==> src/rtl/phrase_buffer.sv <==
// 32-character store feeding the LCD display unit: cursor-driven writes with
// backspace, cursor-home and a 32-cycle sequential clear.
module phrase_buffer #(
  parameter logic [7:0] FILL_CHAR = 8'h20,
  parameter logic [7:0] BS_CHAR   = 8'h08,
  parameter bit         WRAP      = 1'b1
) (
  input  logic       clock,
  input  logic       reset,
  input  logic [4:0] char_index,
  output logic [7:0] phrase,
  input  logic       wr_valid,
  input  logic [7:0] wr_char,
  output logic       wr_ready,
  input  logic       cmd_clear,
  input  logic       cmd_home,
  output logic [4:0] cursor,
  output logic [5:0] count,
  output logic       full,
  output logic       busy,
  output logic       state_dbg
);

  // Write port handshake: a character transfers on a rising edge where
  // wr_valid & wr_ready; the producer holds wr_char stable while wr_ready is low.
  typedef enum logic {S_IDLE = 1'b0, S_CLEAR = 1'b1} state_t;

  state_t     state, state_nx;
  logic [4:0] clr_addr, clr_addr_nx, cursor_nx;
  logic [5:0] count_nx;
  logic       past_end, past_end_nx;
  logic [7:0] mem [32];
  logic       mem_we;
  logic [4:0] mem_addr;
  logic [7:0] mem_data;
  logic       accept;

  assign wr_ready  = (state == S_IDLE) && !cmd_clear && !cmd_home && !(!WRAP && past_end);
  assign accept    = wr_valid && wr_ready;
  assign phrase    = busy ? FILL_CHAR : mem[char_index];
  assign full      = (count == 6'd32);
  assign state_dbg = state;

  always_comb begin
    state_nx    = state;
    clr_addr_nx = clr_addr;
    cursor_nx   = cursor;
    count_nx    = count;
    past_end_nx = past_end;
    mem_we      = 1'b0;
    mem_addr    = cursor;
    mem_data    = wr_char;
    case (state)
      S_CLEAR: begin
        mem_we   = 1'b1;
        mem_addr = clr_addr;
        mem_data = FILL_CHAR;
        if (cmd_clear) begin
          clr_addr_nx = 5'd0;
        end else if (clr_addr == 5'd31) begin
          state_nx    = S_IDLE;
          clr_addr_nx = 5'd0;
          cursor_nx   = 5'd0;
          count_nx    = 6'd0;
          past_end_nx = 1'b0;
        end else begin
          clr_addr_nx = clr_addr + 5'd1;
        end
      end
      default: begin
        if (cmd_clear) begin
          state_nx    = S_CLEAR;
          clr_addr_nx = 5'd0;
        end else if (cmd_home) begin
          cursor_nx   = 5'd0;
          past_end_nx = 1'b0;
        end else if (accept) begin
          if (wr_char != BS_CHAR) begin
            mem_we   = 1'b1;
            mem_addr = cursor;
            mem_data = wr_char;
            // Without wrap the cursor parks on 31 and past_end marks the slot as used
            if (!WRAP && cursor == 5'd31) past_end_nx = 1'b1;
            else                          cursor_nx   = cursor + 5'd1;
            if (count != 6'd32) count_nx = count + 6'd1;
          end else if (past_end) begin
            mem_we      = 1'b1;
            mem_addr    = 5'd31;
            mem_data    = FILL_CHAR;
            past_end_nx = 1'b0;
            if (count != 6'd0) count_nx = count - 6'd1;
          end else if (cursor != 5'd0) begin
            mem_we    = 1'b1;
            mem_addr  = cursor - 5'd1;
            mem_data  = FILL_CHAR;
            cursor_nx = cursor - 5'd1;
            if (count != 6'd0) count_nx = count - 6'd1;
          end
        end
      end
    endcase
  end

  always_ff @(posedge clock or negedge reset) begin
    if (!reset) begin
      state    <= S_CLEAR;
      clr_addr <= 5'd0;
      cursor   <= 5'd0;
      count    <= 6'd0;
      past_end <= 1'b0;
      busy     <= 1'b1;
    end else begin
      state    <= state_nx;
      clr_addr <= clr_addr_nx;
      cursor   <= cursor_nx;
      count    <= count_nx;
      past_end <= past_end_nx;
      busy     <= (state_nx == S_CLEAR);
    end
  end

  // Contents are not reset; the clear sequence after reset release fills them.
  always_ff @(posedge clock) begin
    if (mem_we) mem[mem_addr] <= mem_data;
  end

endmodule

==> config.mk <==
export PLATFORM = sky130hd
export DESIGN_NAME = phrase_buffer
export DESIGN_NICKNAME = d
export VERILOG_FILES = /design/src/rtl/phrase_buffer.sv
export SDC_FILE = /design/constraint.sdc
export NUM_CORES = 1
export LEC_CHECK = 0
export ABC_AREA = 1
export BUFFER_PORTS_ARGS = -buffer_cell sky130_fd_sc_hd__buf_2
export CELL_PAD_IN_SITES_DETAIL_PLACEMENT = 0
export CELL_PAD_IN_SITES_GLOBAL_PLACEMENT = 1
export CORE_UTILIZATION = 50
export DETAILED_ROUTE_END_ITERATION = 16
export HOLD_SLACK_MARGIN = 0.08
export PLACE_DENSITY = 0.87
export SLEW_MARGIN = 25
export SYNTH_ARGS = -nofsm -noshare
export SYNTH_HDL_FRONTEND = slang
export SYNTH_SLANG_ARGS = --single-unit
==> constraint.sdc <==
create_clock -name clock -period 2.75 [get_ports clock]
set_clock_uncertainty 0.05 [all_clocks]
set_input_delay 0 -clock clock [delete_from_list [all_inputs] [get_ports clock]]
set_output_delay 0 -clock clock [all_outputs]
set_load 0.01 [all_outputs]
-- Yosys cells after proc, flatten, opt, wreduce, memory -nomap -nowiden
Memory sizes are Yosys's and may differ from the RTL's.
Index checks and enable logic that the tools add are counted.
Widths: inputs -> output; s select.
- register bits after elaboration: 18
- RAM bits: 256
- bits of input ports: 18
- output and inout port bits: 23
- word-level logic and storage cells: 94
- memories: 1
- add/sub/neg operators: 5
- eq/ne operators: 9
- multiplexer cells: 58
- bitwise operators: 2
- reductions and logical operators: 14
- memory list (memory ; words ; bits a word ; rd ports ; clocked after Yosys merged registers in ; write ports ; RTL line ; RTL):
    mem ; 32 ; 8 ; 1 ; 0 ; 1 ; 32 ; logic [7:0] mem [32];
- operators with widths (cell ; number):
    $mux 5 ; 19
    $mux 6 ; 11
    $mux 8 ; 8
    $mux 1 ; 20
    $add 5x1->5 const B ; 2
    $ne 8x4->1 const B ; 1
    $reduce_and 4->1 ; 2
    $add 6x1->6 const B ; 1
    $eq 6x6->1 const B ; 1
    $ne 6x6->1 const B ; 1
    $reduce_and 6->1 ; 1
    $reduce_bool 6->1 ; 1
    $sub 6x1->6 const B ; 1
    $eq 5x5->1 const B ; 1
    $reduce_bool 5->1 ; 1
    $sub 5x1->5 const B ; 1
    $ne 2x1->1 const B ; 2
    $ne 4x3->1 const B ; 1
    $reduce_bool 2->1 ; 2
    $reduce_bool 4->1 ; 1
    $logic_and 1x1->1 ; 3
    $ne 3x2->1 const B ; 1
    $ne 3x3->1 const B ; 1
    $reduce_bool 3->1 ; 1
    2 further kinds ; 4

-- Depth between registers and ports, before layout
- word-level depth: 10
- depth in mapped cells: 13
- gate-level depth less buffers: 13

-- Worst setup path after synthesis
No wires, ideal clock.
- path kind: register -> register
- start point: reg cursor[0]
- end point: mem mem[13][0] (enable)
- setup time: 370 ps
- arrival: 1944 ps
- required time: 2330 ps
- setup slack: 386 ps
- stages on the path, launching flop included: 12
- buffers on the path: 0
- clock period less this slack: 2364 ps
- path through: dfrtp_1 -> inv_1 -> ha_1 -> nand3_2 -> nand2_1 -> nand2_1 -> nand2_1 -> nor2_4 -> nor2_1 -> nor2_2 -> nand3_2 -> nor2_1
- cells in the longest elaborated chain, start to end: 10
- elaborated cells on any way between the ends: 18
- classes of those cells: add/sub (1); mux (16); reduce/logical (1)
- RTL lines (item ; RTL line ; RTL):
    start: declaration ; 17 ; output logic [4:0] cursor,
    start signal: assignment ; 115 ; cursor <= cursor_nx;
    parallel branches: the longest is 10 deep, another holds $sub 5x1->5 ; - ;
    end: declaration ; 32 ;
Parallel ways; which one is timed is not known.

-- Worst setup path in the final report
- start point: reg cursor[0]
- end point: mem mem[1][4] (enable)
The elaborated chain is that of the path after synthesis.

==> results.json <==
{
  "via_per_inst": 5.47,
  "ys_seq_elements": 273,
  "synth_largest_area_cell": "edfxtp_1",
  "p_per_area_mw_per_mm2": 627,
  "synth_most_common_cell": "nand2_1",
  "utilization_pct": 59.2,
  "synth_nets": 1112,
  "fmax_ghz": 0.400,
  "ys.warnings.count": 0,
  "clock-sinks": 273,
  "gp_congestion": 0.864,
  "min_period_ns": 2.50,
  "layout-drive-gt1-share_pct": 14.6,
  "firstDrtPassIters": 5,
  "peakVddDrop_v": 0.000356,
  "antenna_cells": 0,
  "antenna_found_initial": 0,
  "clkPwrFrac_pct": 42.1,
  "area_delta_synth_final_pct": 16.2,
  "dp.cells": 1442,
  "ioPinCount": 41,
  "switching_power_mw": 1.86,
  "final-hold-violation-count": 0,
  "die_w_um": 156,
  "synth_ff_type": "edfxtp_1",
  "wire_per_inst_um": 18.4,
  "synth_area_leaders": "edfxtp_1 64%, nand2_1 8.1%, nand3_1 6.0%",
  "status": "completed",
  "finalSetupViolCount": 0,
  "yosysSeqAreaShare_pct": 68.1,
  "crit_path_max_fanout": 8,
  "p_int_mw": 6.83,
  "p_leak_nw": 5.40,
  "finalNetCount": 1202,
  "yosys-top-cells-count": "257 x nand2_1, 256 x edfxtp_1, 143 x nand3_1, 120 x nor2_1, 59 x o21ai_0",
  "path_delay_family": "simple AND/OR/NAND/NOR gates",
  "r2r_start": "cursor[0]",
  "io_buffers": 40,
  "syn_area_mm2": 0.0119,
  "arrival_ns": 2.68,
  "hp-start": "wr_char[4]",
  "synth_area_per_cell_um2": 11.0,
  "drt_iter0_drc": 758,
  "route.vias.total": 8299,
  "core-area_mm2": 0.0234,
  "instances_no_fill": 1516,
  "grt_max_degree": 136,
  "tns_ns": 0,
  "numCtsBuffers": 28,
  "synth_edf_count": 256,
  "tightest_slew_ns": 0.767,
  "routed_wirelength_mm": 27.8,
  "ys_types": 41,
  "crit_slowest_cell": "dfrtp_1",
  "fp.dieH_um": 156,
  "drv_cap": 0,
  "htree_num_levels": 1,
  "relSlewSlack_pct": 48.7,
  "required_ns": 2.93,
  "die_area_mm2": 0.0245,
  "dp_hpwl_mm": 16.8,
  "critPathLaunch": "cursor[0]",
  "ant_nets": 0,
  "path_cells": "inv_1 > ha_4 > nand3_2 > nand2_1 > nand2_1 > nand3_1 > nand3_1 > nand2_2 > nand3_2 > nor2_1 > buf_4",
  "setup.worst_path.class": "reg -> reg",
  "grt.total_usage_pct": 23.9,
  "synth.top_cell.area_share_pct": 64.5,
  "async_flop_share_pct": 6.23,
  "cts_tree": "done",
  "power.share.switching_pct": 21.4,
  "remaining_drc_errors": 0,
  "report.final.slew_viol_count": 0,
  "grt_pass1_vias": 8196,
  "path_clk_slew_ns": 0.06,
  "synthCells": 1085,
  "seqPwrFrac_pct": 52.3,
  "rows": 56,
  "worst_path_largest_cell_delay_ns": 0.43,
  "grt_pass1_wl_mm": 44.3,
  "rsz0062_at_grt": "no",
  "fin_crit_sh_pct": 91.0,
  "end_kind": "flop",
  "worst-path-buf-inv": 2,
  "clock_latency_ns": 0.54,
  "grt_overflow": 0,
  "startpoint_type": "flop",
  "cts-root-buf": "clkbuf_16",
  "start_util_pct": 50.9,
  "hp-class": "in -> reg",
  "cts_buffer_depth": 3,
  "p_comb_share_pct": 5.6
}
-- power groups by stage --
stage / sequential, mW / combinational, mW / clock, mW
3_5_place_dp: 4.63 / 0.470 / 0
3_3_place_gp: 4.63 / 0.463 / 0
2_1_floorplan: 4.62 / 0.313 / 0
5_1_grt: 4.54 / 0.543 / 3.88
4_1_cts: 4.54 / 0.487 / 3.71
6_report: 4.54 / 0.488 / 3.65
-- stage by stage --
step | power (mW) | hold WS [ns] | setup WS (ns) | cell area (um2)
after floorplan | 4.94 | -0.346 | 0.386 | 11900
after global placement | 5.09 | -0.0991 | 0.316 | 12700
after CTS | 8.74 | 0.108 | 0.0458 | 13800
final | 8.68 | 0.126 | 0.248 | 13900
after global routing | 8.96 | 0.131 | 0.0611 | 13900
after detailed placement | 5.10 | -0.0959 | 0.229 | 12700
-- cell usage in the layout (no fill, tap or decap), types with 6 or more instances in the layout --
cell type	instances
clkinv_1	9
inv_1	45
a21oi_1	40
o21ai_0	58
clkinv_2	7
buf_4	56
clkbuf_16	28
o31ai_1	8
dlygate4sd3_1	19
o211ai_1	8
xor2_1	7
nand3_1	143
nand2_2	6
nor2_2	12
buf_2	39
nor2_1	111
o22ai_1	15
nand2_1	257
edfxtp_1	256
dfrtp_1	16
ha_1	7
clkbuf_1	6
-- layout make-up --
cell class	count	area, um2
well taps	319	399
flip-flops and latches	273	8110
clock inverters	18	166
repair buffers	118	871
clock buffers	34	723
inverters	49	185
fillers	1944	9550
multi-input cells	705	3390
-- worst register-to-register path, stage by stage (launching register included) --
cell	delay (ns)
dfrtp_1	0.43
inv_1	0.21
ha_4	0.21
nand3_2	0.14
nand2_1	0.09
nand2_1	0.07
nand3_1	0.07
nand3_1	0.08
nand2_2	0.14
nand3_2	0.29
nor2_1	0.21
buf_4	0.20
-- sequential cells by signal (all words and copies together) (netlist names) --
| signal | flops |
|---|---|
| clr_addr | 5 |
| count | 6 |
| cursor | 5 |
| mem | 256 |
| state_dbg | 1 |
-- cell families (layout without fill, tap and decap cells) --
family                     after synthesis  after routing  share of synthesized area (%)
xor gates and xnor gates                10             10                          0.735
DFF                                    273            273                           68.1
and+or+nand+nor                        547            547                           19.8
adders and majority gates                9              9                           1.01
buffers and inverters                  107            219                           3.86
AOI/OAI and AO/OA                      139            139                           6.58
-- metal layers --
| layer | GRT usage [%] | wire (um) |
|---|---|---|
| met1 | 31.6 | 11600 |
| met2 | 39.9 | 13600 |
| met3 | 4.07 | 1840 |
| met4 | 8.31 | 842 |
| met5 | 0 | 0 |
-- final timing paths --
| check | end | slack (ns) | cells past startpoint |
|---|---|---|---|
| max | mem[1][4] | 0.25 | 11 |
| min | mem[22][4] | 0.13 | 4 |
| max reg2reg | mem[1][4] | 0.25 | 11 |
| min reg2reg | clr_addr[4] | 0.53 | 2 |
| max in group asynchronous | clr_addr[0] | 1.04 | 4 |
| min in group asynchronous | state_dbg | 0.44 | 3 |
-- what timing repair did --
action	CTS	global route
endpoints found under the setup margin	0	170
hold endpoints to repair	112	0
buffers inserted	0	3
hold buffers	21	0
gates resized for setup	0	6
Power figures use the tool's default switching activity.
